<file path="src/rtl/seq_detector_param.sv">
// Parametrised serial sequence detector with overlap policy, one-shot halt,
// sample-enable gating, synchronous re-arm and a saturating match counter.
module seq_detector_param #(
  parameter int unsigned      N       = 4,
  parameter logic [N-1:0]     PATTERN = 4'b1001,
  parameter int unsigned      OVERLAP = 1,
  parameter int unsigned      CNT_W   = 8
) (
  input  logic             clk,
  input  logic             reset_n,
  input  logic             x,
  input  logic             en,
  input  logic             mode,
  input  logic             clear,
  output logic             y,
  output logic             done,
  output logic [CNT_W-1:0] match_count
);

  localparam int unsigned FILL_W = $clog2(N + 1);
  localparam logic [FILL_W-1:0] FULL = FILL_W'(N);

  typedef enum logic {
    SEARCH = 1'b0,
    DONE   = 1'b1
  } state_t;

  state_t             r_state, w_state_n;
  logic [N-1:0]       r_hist, w_hist_n, w_shift;
  logic [FILL_W-1:0]  r_fill, w_fill_n, w_fill_inc;
  logic               r_y, w_y_n;
  logic               r_done, w_done_n;
  logic [CNT_W-1:0]   r_count, w_count_n;
  logic               w_hit;

  always_ff @(posedge clk or negedge reset_n) begin
    if (!reset_n) begin
      r_state <= SEARCH;
      r_hist  <= '0;
      r_fill  <= '0;
      r_y     <= 1'b0;
      r_done  <= 1'b0;
      r_count <= '0;
    end else begin
      r_state <= w_state_n;
      r_hist  <= w_hist_n;
      r_fill  <= w_fill_n;
      r_y     <= w_y_n;
      r_done  <= w_done_n;
      r_count <= w_count_n;
    end
  end

  // fill gates the compare so zeroed history never matches an all-zero PATTERN
  always_comb begin
    w_shift    = {r_hist[N-2:0], x};
    w_fill_inc = (r_fill == FULL) ? FULL : r_fill + 1'b1;
    w_hit      = (w_fill_inc == FULL) && (w_shift == PATTERN);
  end

  always_comb begin
    w_state_n = r_state;
    w_hist_n  = r_hist;
    w_fill_n  = r_fill;
    w_y_n     = 1'b0;
    w_done_n  = r_done;
    w_count_n = r_count;
    if (clear) begin
      w_state_n = SEARCH;
      w_hist_n  = '0;
      w_fill_n  = '0;
      w_done_n  = 1'b0;
      w_count_n = '0;
    end else if (r_state == SEARCH && en) begin
      w_hist_n = w_shift;
      w_fill_n = w_fill_inc;
      if (w_hit) begin
        w_y_n     = 1'b1;
        w_count_n = (r_count == '1) ? r_count : r_count + 1'b1;
        w_fill_n  = (OVERLAP != 0) ? FULL : '0;
        if (mode) begin
          w_state_n = DONE;
          w_done_n  = 1'b1;
        end
      end
    end
  end

  assign y           = r_y;
  assign done        = r_done;
  assign match_count = r_count;

endmodule

</file>
<file path="config.mk">
export PLATFORM = sky130hd
export DESIGN_NAME = seq_detector_param
export DESIGN_NICKNAME = d
export VERILOG_FILES = /design/src/rtl/seq_detector_param.sv
export SDC_FILE = /design/constraint.sdc
export NUM_CORES = 1
export LEC_CHECK = 0
export CAP_MARGIN = 10
export CORE_ASPECT_RATIO = 0.75
export CORE_MARGIN = 4
export CORE_UTILIZATION = 35
export CTS_BUF_LIST = sky130_fd_sc_hd__clkbuf_4 sky130_fd_sc_hd__clkbuf_8
export DETAILED_ROUTE_END_ITERATION = 7
export SYNTH_ARGS = -nofsm -noshare
export SYNTH_HDL_FRONTEND = slang
export SYNTH_SLANG_ARGS = --single-unit
</file>
<file path="constraint.sdc">
create_clock -name clk -period 2.2 [get_ports clk]
set_clock_uncertainty 0.2 [all_clocks]
set_input_delay 0.22 -clock clk [delete_from_list [all_inputs] [get_ports clk]]
set_output_delay 0.22 -clock clk [all_outputs]
set_load 0.02 [all_outputs]
</file>
======== Yosys cells after proc, flatten, opt, wreduce, memory -nomap -nowiden ========
Index checks and enable logic that the tools add are counted.
operators by class
  add/sub/neg operators ................... 2
  $mul .................................... 0
  div/mod/pow operators ................... 0
  magnitude comparators ................... 0
  equality and inequality tests ........... 5
  shift-type cells ........................ 0
  multiplexer cells ....................... 17
  bitwise operators ....................... 1
  reduce and logical (&&, ||, !) cells .... 7
operator list
  kind                                          count
  two-way mux 8 bit                             4
  two-way mux 3 bit                             6
  adder 8 x 1 -> 8 bit (second input constant)  1
  equality test 8 bit (second input constant)   1
  two-way mux 1 bit                             7
  equality test 3 bit (second input constant)   2
  AND reduction 3 bit                           2
  nonzero test 2 bit                            3
  equality test 4 bit (second input constant)   1
  adder 3 x 1 -> 3 bit (second input constant)  1
  logical AND 1 bit                             2
  != test 2 bit (second input constant)         1
  inverter 1 bit                                1
storage, ports and cells
  flip-flop bits (word level) ............. 16
  bits in latches ......................... 0
  RAM bits ................................ 0
  bits in read-only memories .............. 0
  input port bits ......................... 6
  output and inout bits ................... 10
  logic and storage cells ................. 37
  memories kept ........................... 0

======== Longest topological paths before layout ========
Gate-level depths: netlist of run 1.
  depth in word-level cells ............... 7
  mapped depth ............................ 6
  gate-level depth less buffers ........... 6

======== Worst setup path before layout of run 1 ========
Ideal clock, no wire load.
  kind .................................... register to register
  start ................................... register r_fill[0]
  end ..................................... register r_count[7] (netlist: match_count[7])
  setup time .............................. 77 ps
  arrival time ............................ 1,666 ps
  slack ................................... 257 ps
  stages on the path, launching flop included .. 7
  buffers on the path ..................... 0
  cell sequence ........................... dfrtp_1 inv_1 ha_1 nor3b_4 nand4b_4 or3_1 a21oi_1
on the way
  word-level cells in the longest chain between the ends .. 6
RTL lines
  item                                                         line  RTL
  from (decl)                                                  30    logic [FILL_W-1:0] r_fill, w_fill_n, w_fill_inc;
  from (signal assigned)                                       47    r_fill <= w_fill_n;
  adder 3 x 1 -> 3 bit or equality test 3 bit (tied branches)  57    w_fill_inc = (r_fill == FULL) ? FULL : r_fill + 1'b1;
  two-way mux 3 bit *                                          57
  equality test 3 bit *                                        58    w_hit = (w_fill_inc == FULL) && (w_shift == PATTERN);
  logical AND 1 bit *                                          58
  nonzero test 2 bit (no line) *                               --
  AND reduction 3 bit (no line) *                              --
  to (signal assigned)                                         50    r_count <= w_count_n;
  to (decl)                                                    33    logic [CNT_W-1:0] r_count, w_count_n;
Mark *: on every way between the ends. The rest lies on a longest branch, timed or not.
A chain may end at the register's enable or synchronous reset.

======== Worst setup path in the final report of run 1 ========
  start ................................... register r_fill[0]
  end ..................................... register r_count[1] (netlist: match_count[1])
The elaborated chain is that of the path after synthesis.

==> flow_summary.json, run 1 <==
{
  "hold_viol_final": 0,
  "die_w_microns": 66.3,
  "rsz0062_at_grt": "no",
  "synth_common_cells": "16 x dfrtp_1, 11 x a21oi_1, 11 x nand2_1, 6 x nor2_1",
  "r2r_cells": 6,
  "cts_tree": "yes",
  "tns_ns": 0,
  "antenna_found_initial": 0,
  "r2r_slack_ns": 0.13,
  "p_leak_nw": 0.462,
  "min_period_ns": 2.07,
  "holdBufCountCts": 0,
  "grt_max_degree": 17,
  "cts_buffers": 3,
  "die_area_sq_um": 3420,
  "ys_warn_count": 0,
  "finalSetupViolations": 0,
  "drv_slew": 0,
  "postCtsSetupBuffers": 0,
  "utilization_pct": 47.6,
  "endpoint_kind": "flip-flop",
  "syn_area_sq_um": 891,
  "drive_above_1_share_pct": 14.0,
  "start_kind": "flip-flop",
  "instances_no_fill": 141,
  "clk_pin_slew_worst_paths_ns": 0.10,
  "fin_area_sq_um": 1130,
  "r2r-start": "r_fill[0]",
  "cts_buffer_depth": 2,
  "clock_sink_count": 16,
  "synthArstFlopShare_pct": 100,
  "synth_adder_area_share_pct": 4.21,
  "powerDensity_nw_per_um2": 490,
  "rows": 15,
  "drtIter0Drc": 30,
  "area_delta_synth_final_pct": 26.4,
  "num_antenna_cells": 0,
  "gp_congestion": 0.761,
  "dp_cells": 137,
  "firstDrtPassIters": 4,
  "ys_top_cells_by_area": "dfrtp_1 45%, a21oi_1 6.2%, nand2_1 4.6%",
  "cp_max_fo": 8,
  "antenna_left": 0,
  "fill_cells": 255,
  "fmax_ghz": 0.483,
  "synth_flop_cell": "dfrtp_1",
  "syn-num-nets": 97,
  "placed_area_sq_um": 1090,
  "num_io_pins": 16,
  "wl_microns": 1780,
  "cp.arrival_ns": 2.04,
  "initial_core_util_pct": 37.7,
  "syn_area_per_cell_sq_um": 10.1,
  "status": "completed",
  "holdWs_ns": 0.0323,
  "hold_path.class": "input port to async pin",
  "synth-compound-area-share_pct": 12.1,
  "cts_resized": 0,
  "routed_via_density": 4.83,
  "grt_pass1_wl_microns": 3060,
  "grt_usage_pct": 11.9,
  "place_hpwl_microns": 1350,
  "synth_xor_area_share_pct": 2.95,
  "synth-simple-area-share_pct": 31.0,
  "synth-seq-area-share_pct": 44.9,
  "gr-total-overflow": 0,
  "max-cap-violations": 0,
  "htreeDepth": 1,
  "synthMuxAreaShare_pct": 2.25,
  "synth.most_common_cell": "dfrtp_1",
  "crit_required_ns": 2.17,
  "synth_top_cell_by_area": "dfrtp_1",
  "vias": 681,
  "r2r-end": "match_count[1]",
  "synth_top_area_share_pct": 44.9,
  "num-nets-final": 117,
  "core-area_sq_um": 2360,
  "ys_types": 33,
  "synth-edff-count": 0,
  "critical_path_class": "flip-flop to flip-flop",
  "grt_pass1_vias": 625,
  "synth_cells": 88,
  "synth_top_family_by_area": "simple AND/OR/NAND/NOR gates",
  "slew_headroom_pct": 62.2,
  "portBuffers": 15,
  "post-route-period-util_pct": 94.1,
  "die_height_microns": 51.7,
  "cts_root_buf": "clkbuf_4",
  "tightest_slew_ns": 0.565,
  "wl_per_cell_microns": 12.6,
  "synth-seq-cells": 16,
  "clk_latency_ns": 0.29,
  "post-route-drc-count": 0,
  "ir_worst_vdd_uv": 324
}
[where the power goes]
| part | switching (W) | internal [W] | total, W |
|---|---|---|---|
| sequential | 0.00000549 | 0.000298 | 0.000304 |
| clock | 0.0000948 | 0.000101 | 0.000196 |
| combinational | 0.0000293 | 0.0000235 | 0.0000528 |
| total | 0.000130 | 0.000423 | 0.000552 |
[kinds of logic after synthesis]
| family | count (synthesis) |
|---|---|
| simple gates | 40 |
| compound gates | 19 |
| flops | 16 |
| buf+inv | 5 |
| xor+xnor | 3 |
| fa+ha+maj | 3 |
| mux | 2 |
[critical path, cell delays in order (launching register included)]
cell and delay (ns):
dfrtp_1 0.43, ha_1 0.25, xor2_1 0.15, a22oi_1 0.40, nand4b_4 0.28, mux2i_1 0.19, nor2_1 0.05
[layout by cell type, fill, tap and decap left out, types with 2 or more instances in the layout]
master,instances
dfrtp_1,16
clkdlybuf4s50_1,15
nand2_1,11
a21oi_1,11
nor2_1,6
or3_1,4
o21ai_0,4
inv_1,3
clkbuf_4,3
xor2_1,2
a211oi_1,2
nand3_1,2
nor4_1,2
mux2i_1,2
ha_1,2
buf_4,2
[state kept, by name, summed over array words and instances, names as in the netlist]
signal and count:
done 1, match_count 8, r_fill 3, r_hist 3, y 1
[area by class of cell]
type	count	area (sq um)	area share, %
timing repair buffer	17	165	14.7
multi-input combinational	67	470	41.8
sequential	16	400	35.6
clock buffer	4	36.3	3.22
inverter	3	11.3	1.00
tap	34	42.5	3.78
[worst max path at each step]
stage / depth (start not counted) / to / slack (ns) / start
finish: 6 / match_count[1] / 0.13 / r_fill[0]
global route: 6 / match_count[1] / 0.03 / r_fill[0]
CTS: 6 / match_count[3] / 0.1 / r_fill[0]
detailed placement: 6 / match_count[3] / 0.12 / r_fill[0]
global placement: 6 / match_count[1] / 0.14 / r_fill[0]
floorplan: 6 / match_count[7] / 0.26 / r_fill[0]
[stage by stage]
step | worst slack [ns] | total power [W]
2_1_floorplan | 0.257 | 0.000337
3_3_place_gp | 0.142 | 0.000362
3_5_place_dp | 0.124 | 0.000362
4_1_cts | 0.0997 | 0.000561
5_1_grt | 0.0262 | 0.000585
6_report | 0.129 | 0.000552
[routing by layer]
metal  global-route usage (%)  wire length, microns  share of wire (%)
met4                     2.03                    17               0.96
met1                     18.5                  1000                 56
met3                     4.10                    90                5.1
met5                        0                     0                  0
met2                     15.5                   670                 38
Note: power is estimated with default switching activity, not from simulation.
==> run 2: changes to the inputs <==
- CORE_ASPECT_RATIO: 0.75 -> not set
- CORE_UTILIZATION: 35 -> 53
- PLACE_DENSITY: not set -> 0.8
==> flow_summary.json, run 2 (synthesis results as in run 1) <==
{
  "tightest_slew_ns": 0.701,
  "ir_worst_vdd_uv": 460,
  "grt_usage_pct": 16.6,
  "die_w_microns": 49,
  "utilization_pct": 71.4,
  "layout_common_cells": "16 x dfrtp_1, 15 x clkdlybuf4s50_1, 11 x nand2_1, 11 x a21oi_1, 6 x nor2_1",
  "grt_max_degree": 17,
  "cts_buffer_depth": 2,
  "crit_required_ns": 2.18,
  "fmax_ghz": 0.480,
  "r2r-end": "match_count[1]",
  "num_antenna_cells": 0,
  "crit_path_start": "r_fill[0]",
  "area_delta_synth_final_pct": 23.6,
  "drv_slew": 0,
  "cts_tree": "yes",
  "clock_sink_count": 16,
  "place_hpwl_microns": 1330,
  "largest_reg_flops": 8,
  "status": "completed",
  "grt_pass1_wl_microns": 3170,
  "hold_path.class": "input port to async pin",
  "layout_commonest_cell": "dfrtp_1",
  "wl_per_cell_microns": 14.5,
  "antenna_found_initial": 0,
  "slew_headroom_pct": 53.1,
  "critical_path_class": "flip-flop to flip-flop",
  "endpoint_kind": "flip-flop",
  "die_height_microns": 49,
  "cp.arrival_ns": 2.07,
  "initial_core_util_pct": 57.8,
  "wl_microns": 1780,
  "p_leak_nw": 0.463,
  "post-route-drc-count": 0,
  "die_area_sq_um": 2400,
  "portBuffers": 15,
  "drive_above_1_share_pct": 13.1,
  "r2r_slack_ns": 0.12,
  "core-area_sq_um": 1540,
  "drtIter0Drc": 17,
  "routed_via_density": 5.75,
  "cts_buffers": 3,
  "vias": 707,
  "min_period_ns": 2.08,
  "worstSetupEndpoint": "match_count[1]",
  "antenna_left": 0,
  "htreeDepth": 1,
  "finalSetupViolations": 0,
  "r2r_cells": 6,
  "gp_congestion": 0.828,
  "gr-total-overflow": 0,
  "rows": 14,
  "r2r-start": "r_fill[0]",
  "rsz0062_at_grt": "no",
  "powerDensity_nw_per_um2": 499,
  "cts_root_buf": "clkbuf_4",
  "clk_pin_slew_worst_paths_ns": 0.10,
  "start_kind": "flip-flop",
  "num_io_pins": 16,
  "clk_latency_ns": 0.29,
  "cp_max_fo": 8,
  "hold_viol_final": 0,
  "post-route-period-util_pct": 94.7,
  "grt_pass1_vias": 690,
  "num-nets-final": 117,
  "tns_ns": 0,
  "max-cap-violations": 0,
  "firstDrtPassIters": 4
}
-- run 2: repair_timing --
action / CTS / global route
endpoints found under the setup margin: 0 / 1
hold buffers: 0 / 0
resized for setup: 0 / 0
setup buffers: 0 / 0
-- run 2: layout make-up --
class	instances	area, sq um
sequential	16	400
multi-input combinational	67	468
inverter	3	11.3
fill	123	440
clock buffer	4	36.3
tap	16	20.0
timing repair buffer	17	165
-- run 2: how the worst min path moves through the flow --
stage               slack [ns]  cells past startpoint              to
global route              0.20                      1  match_count[7]
CTS                       0.17                      1  match_count[7]
floorplan                -0.28                      0            done
detailed placement        0.34                      2            done
finish                    0.15                      1  match_count[7]
global placement          0.33                      2            done
-- run 2: per-stage QoR --
step | worst slack [ns] | hold WS [ns] | total power [W] | instances | area (sq um)
2_1_floorplan | 0.257 | -0.276 | 0.000337 | 88 | 891
3_3_place_gp | 0.160 | 0.330 | 0.000360 | 119 | 1060
3_5_place_dp | 0.114 | 0.343 | 0.000362 | 119 | 1060
4_1_cts | 0.114 | 0.171 | 0.000559 | 123 | 1100
5_1_grt | 0.00188 | 0.204 | 0.000584 | 123 | 1100
6_report | 0.116 | 0.147 | 0.000549 | 123 | 1100
-- run 2: critical path, cell delays in order, from the launching register on --
cell	delay, ns
dfrtp_1	0.43
ha_1	0.25
xor2_1	0.15
a22oi_1	0.41
nand4b_4	0.28
mux2i_1	0.21
nor2_1	0.06
-- run 2: routing by layer --
| layer | global-route usage, % | share of wire [%] | wire [microns] | vias up |
|---|---|---|---|---|
| met4 | 8.07 | 2.1 | 37 | 0 |
| li1 | - | - | - | 357 |
| met2 | 25.9 | 45 | 801 | 16 |
| met3 | 3.36 | 3.9 | 69 | 4 |
| met1 | 21.6 | 49 | 875 | 330 |
| met5 | 0 | 0 | 0 | - |
-- run 2: report_power, final --
| part | leakage [nW] | internal [W] | total (W) | switching (W) |
|---|---|---|---|---|
| clock network | 0.0210 | 0.000101 | 0.000193 | 0.0000923 |
| registers | 0.221 | 0.000298 | 0.000304 | 0.00000547 |
| logic | 0.221 | 0.0000226 | 0.0000521 | 0.0000295 |
==> run 3: changes to the inputs <==
- CORE_ASPECT_RATIO: not set -> 0.75
- CORE_UTILIZATION: 53 -> 35
- PLACE_DENSITY: 0.8 -> not set
- clock period: 2.2 -> 2.3 ns (I/O delays scaled with it)
==> flow_summary.json, run 3 (synthesis results as in run 1) <==
{
  "status": "completed",
  "post-route-drc-count": 0,
  "cts_root_buf": "clkbuf_4",
  "slew_headroom_pct": 70.5,
  "holdBufCountCts": 0,
  "clock_sink_count": 16,
  "rows": 15,
  "hold_viol_final": 0,
  "cp.arrival_ns": 2.12,
  "antenna_found_initial": 0,
  "firstDrtPassIters": 4,
  "crit_path_start": "r_fill[0]",
  "holdWs_ns": 0.0445,
  "antenna_left": 0,
  "powerDensity_nw_per_um2": 468,
  "wl_per_cell_microns": 12.8,
  "area_delta_synth_final_pct": 27.0,
  "drv_slew": 0,
  "portBuffers": 15,
  "tns_ns": 0,
  "r2r-end": "match_count[3]",
  "switching_share_pct": 23.5,
  "clk_latency_ns": 0.29,
  "ir_worst_vdd_uv": 313,
  "grt_pass1_wl_microns": 3200,
  "cp_max_fo": 8,
  "cts_resized": 0,
  "finalSetupViolations": 0,
  "fmax_ghz": 0.475,
  "layout_commonest_cell": "dfrtp_1",
  "r2r_slack_ns": 0.19,
  "core-area_sq_um": 2360,
  "routed_via_density": 4.98,
  "htreeDepth": 1,
  "p_int_w": 0.000405,
  "p_leak_nw": 0.468,
  "critical_path_class": "flip-flop to flip-flop",
  "grt_max_degree": 17,
  "cts_buffers": 3,
  "initial_core_util_pct": 37.7,
  "tightest_slew_ns": 0.443,
  "grt_usage_pct": 12.8,
  "crit_required_ns": 2.32,
  "gr-total-overflow": 0,
  "die_area_sq_um": 3420,
  "rsz0062_at_grt": "no",
  "num_io_pins": 16,
  "cts_tree": "yes",
  "wl_microns": 1820,
  "layout_common_cells": "16 x dfrtp_1, 15 x clkdlybuf4s50_1, 11 x nand2_1, 11 x a21oi_1, 6 x nor2_1",
  "place_hpwl_microns": 1400,
  "gp_congestion": 0.754,
  "combPwrFrac_pct": 9.7,
  "die_height_microns": 51.7,
  "switchingPower_w": 0.000125,
  "endpoint_kind": "flip-flop",
  "cts_buffer_depth": 2,
  "largest_reg_flops": 8,
  "r2r_cells": 6,
  "post-route-period-util_pct": 91.5,
  "drive_above_1_share_pct": 13.9,
  "max-cap-violations": 0,
  "grt_pass1_vias": 649,
  "num_antenna_cells": 0,
  "power.clock.fraction_pct": 35.4,
  "post-place-ws_ns": 0.213,
  "seqPwrFrac_pct": 54.9,
  "worst_slack_ns": 0.195,
  "hold_path.class": "input port to async pin",
  "start_kind": "flip-flop",
  "vias": 707,
  "num-nets-final": 118,
  "min_period_ns": 2.11,
  "clk_pin_slew_worst_paths_ns": 0.10,
  "drtIter0Drc": 42,
  "postCtsSetupBuffers": 0,
  "die_w_microns": 66.3,
  "r2r-start": "r_fill[0]"
}
-- run 3: cell types whose count changed in the layout (fill, tap and decap cells not counted) --
cell,delta
buf_4,+1
-- run 3: final cells by class --
cell class / count / area [sq um]
inverter: 3 / 11.3
sequential: 16 / 400
fill: 249 / 1230
multi-input combinational: 67 / 468
tap: 34 / 42.5
timing repair buffer: 18 / 173
clock buffer: 4 / 36.3
-- run 3: how the worst max path moves through the flow --
| stage | endpoint | slack, ns |
|---|---|---|
| floorplan | match_count[7] | 0.36 |
| global placement | match_count[3] | 0.26 |
| detailed placement | match_count[7] | 0.21 |
| CTS | match_count[3] | 0.18 |
| global route | match_count[7] | 0.004 |
| finish | match_count[3] | 0.19 |
-- run 3: metrics by stage --
step                power (W)  utilization [%]  cells  cell area, sq um
floorplan            0.000322                -     88               891
global placement     0.000348             46.3    138              1090
detailed placement   0.000348             46.3    138              1090
CTS                  0.000539             47.8    142              1130
global route         0.000565             47.8    142              1130
finish               0.000529             47.8    142              1130
-- run 3: worst max-delay path: stages (launching register included) --
cell	delay, ns
dfrtp_1	0.42
inv_1	0.07
ha_1	0.38
nor3b_4	0.27
nand4b_4	0.18
or3_1	0.37
a21oi_1	0.15
-- run 3: power by group through the flow --
| stage | Sequential, W | Clock, W | Combinational, W |
|---|---|---|---|
| after global placement | 0.000296 | 0 | 0.0000518 |
| final | 0.000290 | 0.000188 | 0.0000513 |
| after detailed placement | 0.000296 | 0 | 0.0000517 |
| after CTS | 0.000290 | 0.000197 | 0.0000520 |
| after floorplan | 0.000295 | 0 | 0.0000275 |
| after global routing | 0.000291 | 0.000216 | 0.0000571 |
-- run 3: layer usage --
metal / up-vias / global-route usage [%] / wire [microns]
met5: - / 0 / 0
met4: 0 / 6.08 / 33
met3: 2 / 3.89 / 71
met2: 14 / 16.1 / 745
met1: 334 / 19.2 / 974
li1: 357 / - / -
